`src/rtl/alu_sliced_unit.sv`:
```
// Multi-cycle Y86-64 ALU (ADD/SUB/AND/XOR/NOT/NEG). The datapath handles one SLICE-bit chunk per clock
// and ripples the carry between chunks. Valid/ready handshakes on both sides; ZF/SF/OF flags and an illegal-op error.
module alu_sliced_unit #(
    parameter int WIDTH = 64,
    parameter int SLICE = 16
) (
    input  logic             clk,
    input  logic             rst,
    input  logic             in_valid,
    output logic             in_ready,
    input  logic [2:0]       op,
    input  logic [WIDTH-1:0] a,
    input  logic [WIDTH-1:0] b,
    output logic             out_valid,
    input  logic             out_ready,
    output logic [WIDTH-1:0] result,
    output logic             zf,
    output logic             sf,
    output logic             of,
    output logic             err
);

    localparam int N  = WIDTH / SLICE;
    localparam int CW = (N > 1) ? $clog2(N) : 1;
    localparam logic [CW-1:0] LAST = CW'(N - 1);

    localparam logic [2:0] OP_ADD = 3'd0;
    localparam logic [2:0] OP_SUB = 3'd1;
    localparam logic [2:0] OP_AND = 3'd2;
    localparam logic [2:0] OP_XOR = 3'd3;
    localparam logic [2:0] OP_NOT = 3'd4;
    localparam logic [2:0] OP_NEG = 3'd5;

    generate
        if (SLICE < 1 || (WIDTH % SLICE) != 0) begin : g_bad_slice
            $error("alu_sliced_unit: SLICE must divide WIDTH");
        end
    endgenerate

    typedef enum logic [1:0] {IDLE, BUSY, DONE} state_t;

    state_t           state_reg;
    logic [2:0]       op_reg;
    logic [WIDTH-1:0] a_reg, b_reg;
    logic [CW-1:0]    cnt_reg;
    logic             carry_reg;
    logic [WIDTH-1:0] result_reg;
    logic             zf_reg, sf_reg, of_reg, err_reg, out_valid_reg;

    logic [SLICE-1:0] a_sl [N];
    logic [SLICE-1:0] b_sl [N];
    logic [SLICE-1:0] a_cur, b_cur, x_sl, y_sl, slice_val;
    logic [SLICE:0]   sum;
    logic [WIDTH-1:0] result_next;
    logic             illegal, zf_next, sf_next, of_next;

    generate
        for (genvar gi = 0; gi < N; gi++) begin : g_slice
            assign a_sl[gi] = a_reg[gi*SLICE +: SLICE];
            assign b_sl[gi] = b_reg[gi*SLICE +: SLICE];
            // Only the slice addressed by cnt changes; the rest keep their earlier values.
            assign result_next[gi*SLICE +: SLICE] = (cnt_reg == CW'(gi)) ? slice_val
                                                                          : result_reg[gi*SLICE +: SLICE];
        end
    endgenerate

    assign a_cur   = a_sl[cnt_reg];
    assign b_cur   = b_sl[cnt_reg];
    assign illegal = op_reg[2] & op_reg[1];

    always_comb begin
        x_sl      = '0;
        y_sl      = '0;
        slice_val = '0;
        unique case (op_reg)
            OP_ADD: begin x_sl = b_cur; y_sl = a_cur;  end
            OP_SUB: begin x_sl = b_cur; y_sl = ~a_cur; end
            OP_NEG: begin x_sl = '0;    y_sl = ~a_cur; end
            default: ;
        endcase
        sum = {1'b0, x_sl} + {1'b0, y_sl} + {{SLICE{1'b0}}, carry_reg};
        unique case (op_reg)
            OP_ADD, OP_SUB, OP_NEG: slice_val = sum[SLICE-1:0];
            OP_AND:                 slice_val = a_cur & b_cur;
            OP_XOR:                 slice_val = a_cur ^ b_cur;
            OP_NOT:                 slice_val = ~a_cur;
            default:                slice_val = '0;
        endcase
    end

    always_comb begin
        zf_next = (result_next == '0) && !illegal;
        sf_next = result_next[WIDTH-1];
        unique case (op_reg)
            OP_ADD:  of_next = (a_reg[WIDTH-1] == b_reg[WIDTH-1]) && (result_next[WIDTH-1] != a_reg[WIDTH-1]);
            OP_SUB:  of_next = (a_reg[WIDTH-1] != b_reg[WIDTH-1]) && (result_next[WIDTH-1] != b_reg[WIDTH-1]);
            OP_NEG:  of_next = (a_reg == {1'b1, {(WIDTH-1){1'b0}}});
            default: of_next = 1'b0;
        endcase
    end

    always_ff @(posedge clk) begin
        if (rst) begin
            state_reg     <= IDLE;
            cnt_reg       <= '0;
            carry_reg     <= 1'b0;
            out_valid_reg <= 1'b0;
            result_reg    <= '0;
            zf_reg        <= 1'b0;
            sf_reg        <= 1'b0;
            of_reg        <= 1'b0;
            err_reg       <= 1'b0;
        end else begin
            unique case (state_reg)
                IDLE: begin
                    if (in_valid) begin
                        op_reg    <= op;
                        a_reg     <= a;
                        b_reg     <= b;
                        cnt_reg   <= '0;
                        carry_reg <= (op == OP_SUB) || (op == OP_NEG);
                        if (!(op[2] & op[1])) begin
                            err_reg <= 1'b0;
                        end
                        state_reg <= BUSY;
                    end
                end
                BUSY: begin
                    result_reg <= result_next;
                    carry_reg  <= sum[SLICE];
                    cnt_reg    <= cnt_reg + 1'b1;
                    if (cnt_reg == LAST) begin
                        state_reg     <= DONE;
                        out_valid_reg <= 1'b1;
                        zf_reg        <= zf_next;
                        sf_reg        <= sf_next;
                        of_reg        <= of_next;
                        err_reg       <= illegal;
                    end
                end
                DONE: begin
                    if (out_ready) begin
                        out_valid_reg <= 1'b0;
                        state_reg     <= IDLE;
                    end
                end
                default: state_reg <= IDLE;
            endcase
        end
    end

    assign in_ready  = (state_reg == IDLE) && !rst;
    assign out_valid = out_valid_reg;
    assign result    = result_reg;
    assign zf        = zf_reg;
    assign sf        = sf_reg;
    assign of        = of_reg;
    assign err       = err_reg;

endmodule

```
`config.mk`:
```
export PLATFORM = sky130hd
export DESIGN_NAME = alu_sliced_unit
export DESIGN_NICKNAME = d
export VERILOG_FILES = /design/src/rtl/alu_sliced_unit.sv
export SDC_FILE = /design/constraint.sdc
export NUM_CORES = 1
export LEC_CHECK = 0
export ABC_AREA = 1
export BUFFER_PORTS_ARGS = -buffer_cell sky130_fd_sc_hd__buf_4
export CAP_MARGIN = 20
export CORE_ASPECT_RATIO = 2
export CORE_MARGIN = 8
export CORE_UTILIZATION = 51
export CTS_CLUSTER_DIAMETER = 50
export DETAILED_ROUTE_END_ITERATION = 7
export GPL_ROUTABILITY_DRIVEN = 0
export PLACE_DENSITY = 0.77
export RECOVER_POWER = 100
export SYNTH_ARGS = -nofsm -noshare
export SYNTH_HDL_FRONTEND = slang
export SYNTH_SLANG_ARGS = --single-unit
export TNS_END_PERCENT = 10
```
`constraint.sdc`:
```
create_clock -name clk -period 8.2 [get_ports clk]
set_clock_uncertainty 0.15 [all_clocks]
set_input_delay 1.64 -clock clk [delete_from_list [all_inputs] [get_ports clk]]
set_output_delay 1.64 -clock clk [all_outputs]
set_load 0.02 [all_outputs]
```
## Word-level counts from Yosys, hierarchy flattened

Index checks and enable logic that the tools add are counted.

- Bits in writable memories: 0
- Output and inout port bits: 70
- Bits of input ports: 135
- Latch bits: 0
- Logic and storage cells: 95
- Memories kept: 0
- Register bits after elaboration: 205
- Bits in read-only memories: 0

- Magnitude comparators: 1
- Div/mod/pow operators: 0
- Muxes and demuxes: 29
- Bitwise operators: 7
- Add/sub/neg operators: 3
- Equality and inequality tests: 21
- Reductions and logical operators: 22
- Multipliers: 0
- Shift-type cells: 0

Operator list:

| operator | number |
|---|---|
| 16-bit two-way mux | 9 |
| 16-bit binary-select mux with 2-bit select | 2 |
| 64-bit == test, second input constant | 1 |
| 64-bit zero test | 1 |
| 16-bit one-hot mux with 4 select lines | 1 |
| 16-bit one-hot mux with 2 select lines | 1 |
| 16-bit by 16-bit adder with 17-bit output | 1 |
| 17-bit by 1-bit adder with 17-bit output | 1 |
| 16-bit AND | 1 |
| 16-bit inverter | 1 |
| 16-bit XOR | 1 |
| 3-bit == test, second input constant | 3 |
| 3-bit AND reduction | 3 |
| 2-bit two-way mux | 4 |
| 2-bit != test, second input constant | 4 |
| 2-bit == test, second input constant | 3 |
| 3-bit by 1-bit == test with 1-bit output, second input constant | 2 |
| 3-bit by 2-bit == test with 1-bit output, second input constant | 2 |
| 1-bit two-way mux | 6 |
| 1-bit one-hot mux with 2 select lines | 3 |
| 2-bit one-hot mux with 3 select lines | 1 |
| 2-bit by 1-bit == test with 1-bit output, second input constant | 2 |
| 1-bit logical AND | 4 |
| 2-bit zero test | 2 |
| other kinds (17) | 24 |

## Depth between registers and ports, before layout

- Depth after elaboration: 13
- Mapped depth: 27
- Depth with buffers taken out: 26

## Least setup slack after synthesis

No wires, ideal clock.

- Path kind: input to register
- From: input port rst
- To: register a_reg[0], enable pin
- Setup slack: -260 ps
- Path buffers: 2
- Required time: 7427 ps
- Library setup time: 623 ps
- Stages: 5
- Data arrival time: 7687 ps
- Path through: clkbuf_1 inv_1 clkbuf_1 nand2_1 nor2_1

- Cells in the longest elaborated chain, start to end: 2

RTL lines:

| element | RTL line | text |
|---|---|---|
| start, declared | 8 | `input logic rst,` |
| 1-bit inverter (no line) | n/a |  |
| 3-bit AND reduction (no line) | n/a |  |
| end signal, assigned | 118 | `a_reg <= a;` |
| end, declared | 44 | `logic [WIDTH-1:0] a_reg, b_reg;` |

Every way passes these cells.
A chain may end at the register's enable or synchronous reset.

## Final worst setup path

- From: input port rst
- To: register b_reg[14], enable pin

- Cells in the longest elaborated chain, start to end: 2

RTL lines:

| element | RTL line | text |
|---|---|---|
| 1-bit inverter (no line) | n/a |  |
| 3-bit AND reduction (no line) | n/a |  |
| end signal, assigned | 119 | `b_reg <= b;` |
| end, declared | 44 |  |

Every way passes these cells.

==> results.md <==
* Status: finished, violations left
* Failing checks: capacitance limit, slew limit
* Setup violations, final at 0
* Total of max-cap violations at 3
* Layout area overhead at 17.6%
* Via/cell ratio at 5.55
* Sink Count at 205
* Fraction of registers with async set/reset at 0%
* FP Rows at 76
* Clk Latency, worst-skew pair at 520 ps
* Cell variety after synth at 42
* Commonest cells after routing, fill and taps aside: nand2_1, o21ai_0, edfxtp_1
* Maximum clock rate at 168 MHz
* RSZ-0062 raised after global routing: false
* Crit path DAT at 5890 ps
* Worst setup path class: in -> reg
* Final slew viol count at 123
* Largest net degree at the start of global routing at 87
* Syn_nets at 1,514
* GRT Max-Usage Layer: met2
* PwrDens at 197 nW/um^2
* Vias at 10,000
* Top FF cell, synth: edfxtp_1
* Type of the worst min-delay path: reg -> reg
* Peak supply drop at 0.000194 V
* DRT antenna net count at 0
* Sequential fraction of the synthesis area at 49.6%
* Port bufs at 204
* Met2 usage at 43.0%
* Initial antenna violation count at 1
* Tcrit/Tclk final at 72.7%
* Die H at 223 um
* Startpoint Class: input pin
* CTS tree: built
* Gr usage total at 24.5%
* Crit. End Element: flip-flop
* Endpoints failing hold at 0
* Clk slew on worst S/H paths at 60 ps
* Synth Cell Area at 10,900 sq um
* Root buffer cell: clkbuf_16
* Cts bufs inserted at 20
* Met1 usage at 26.6%
* LEAKAGE at 5.57 nW
* Core ar. at 21,300 sq um
* Required @ worst endpoint at 8120 ps
* Global-route wire length before repair at 52.0 mm
* DIE AREA at 26,600 sq um
* Overall Power at 2.53 mW
* H-Tree Depth at 1
* M3 GR Usage at 4.25%
* Post-CTS Resized at 0
* Final net count at 1,687
* Area post-placement at 12,600 sq um
* Most common cell after layout, fill and taps aside: nand2_1
* Post-CTS Hold Fix Bufs at 0
* Fin Setup TNS at 0 ps
* Final wirelength at 32.9 mm
* Post-CTS setup buffer count at 0
* Cells after Synth at 1,342
* Slew headroom at -53.1%
* Detailed Routing Iterations Pass 1 at 6
* Starting DRC count in detailed routing at 847
* Maximum clock insertion buffer count at 3
* Post-Syn Area per Cell at 8.14 sq um
* Post-placement cell count at 1,766
* Fill cells at 1,920
* Min cycle time layout at 5960 ps
* # IOs at 205
* Critical-path maximum fanout at 44
* # DRC at 0
* HPWL Detailed at 24.4 mm
* Layout cell share with drive strength beyond 1 at 13.4%
* Starting Density at 51.3%
* Routed WL per cell at 18.3 um
* Yosys warns at 0
* Worst Tran Pin Value at 2300 ps
* Post-synth EDFFs at 131
* Vias in the first global route at 9,975
* Final cell count without fillers at 1,802
* Die X at 119 um
* Post-route design area at 12,800 sq um
* Grt total ovfl at 0
* #FFs+latches synth at 205
through the flow:
step / util [%] / worst slack [ps] / hold slack, ps
after floorplan: - / 1930 / 295
after global placement: 59.0 / 4060 / 306
after detailed placement: 59.0 / 3920 / 315
after CTS: 62.0 / 3900 / 325
after global routing: 60.3 / 1780 / 355
final: 60.3 / 2240 / 324
layout make-up:
cell class                      instances  area (sq um)  area share, %
Clock inverter                         11          87.6          0.682
Tap cell                              273           342           2.66
Inverter                              134           508           3.95
Clock buffer                           24           547           4.26
Multi-Input combinational cell        940          4680           36.4
Antenna cell                            1          2.50         0.0195
Timing Repair Buffer                  214          1260           9.82
Sequential cell                       205          5420           42.2
critical path: stages:
cell and delay, ps:
clkbuf_1 540, inv_1 230, nand2_1 70, nor2_1 1630, clkbuf_1 1740
layer usage:
layer / vias to the layer above / share of wire, %
met4: 0 / 5.9
met3: 102 / 7.0
met5: - / 0
li1: 4861 / -
met1: 4573 / 36
met2: 472 / 51
cells in the mapped netlist (18+ instances only):
master / count / area, sq um
a21oi_1: 86 / 430
o21ai_0: 122 / 611
clkbuf_1: 35 / 131
o21ai_1: 18 / 90.1
nor2_1: 112 / 420
inv_1: 126 / 473
edfxtp_1: 131 / 3930
nand3_1: 125 / 626
nand2_1: 327 / 1230
or2_2: 23 / 144
dfxtp_1: 74 / 1480
ha_1: 35 / 438
kinds of logic (layout without fill, tap and decap cells):
family | count (synthesis) | count (layout) | synth area share, %
compound gates | 265 | 265 | 13.3
fa+ha+maj | 37 | 37 | 4.38
buf+inv | 197 | 383 | 7.46
flops | 205 | 205 | 49.6
other cells | 0 | 1 | 0
simple gates | 638 | 638 | 25.3
where the power goes:
group          total, mW  switching, mW  internal (mW)
sequential          1.18         0.0300           1.15
combinational      0.443          0.294          0.149
clock              0.901          0.393          0.508
total               2.53          0.717           1.81
path summary, 6_finish.rpt:
path                           start                       to  slack (ps)  depth (start not counted)
min reg2reg  result[15]$_SDFFE_PP0P_  result[15]$_SDFFE_PP0P_         320                          2
min          result[15]$_SDFFE_PP0P_  result[15]$_SDFFE_PP0P_         320                          2
max reg2reg  cnt_reg[1]$_SDFFE_PP0P_          zf$_SDFFE_PP0P_        3220                         23
max                              rst      b_reg[14]$_DFFE_PP_        2240                          5
No activity file was read; power rests on OpenSTA's default activity.
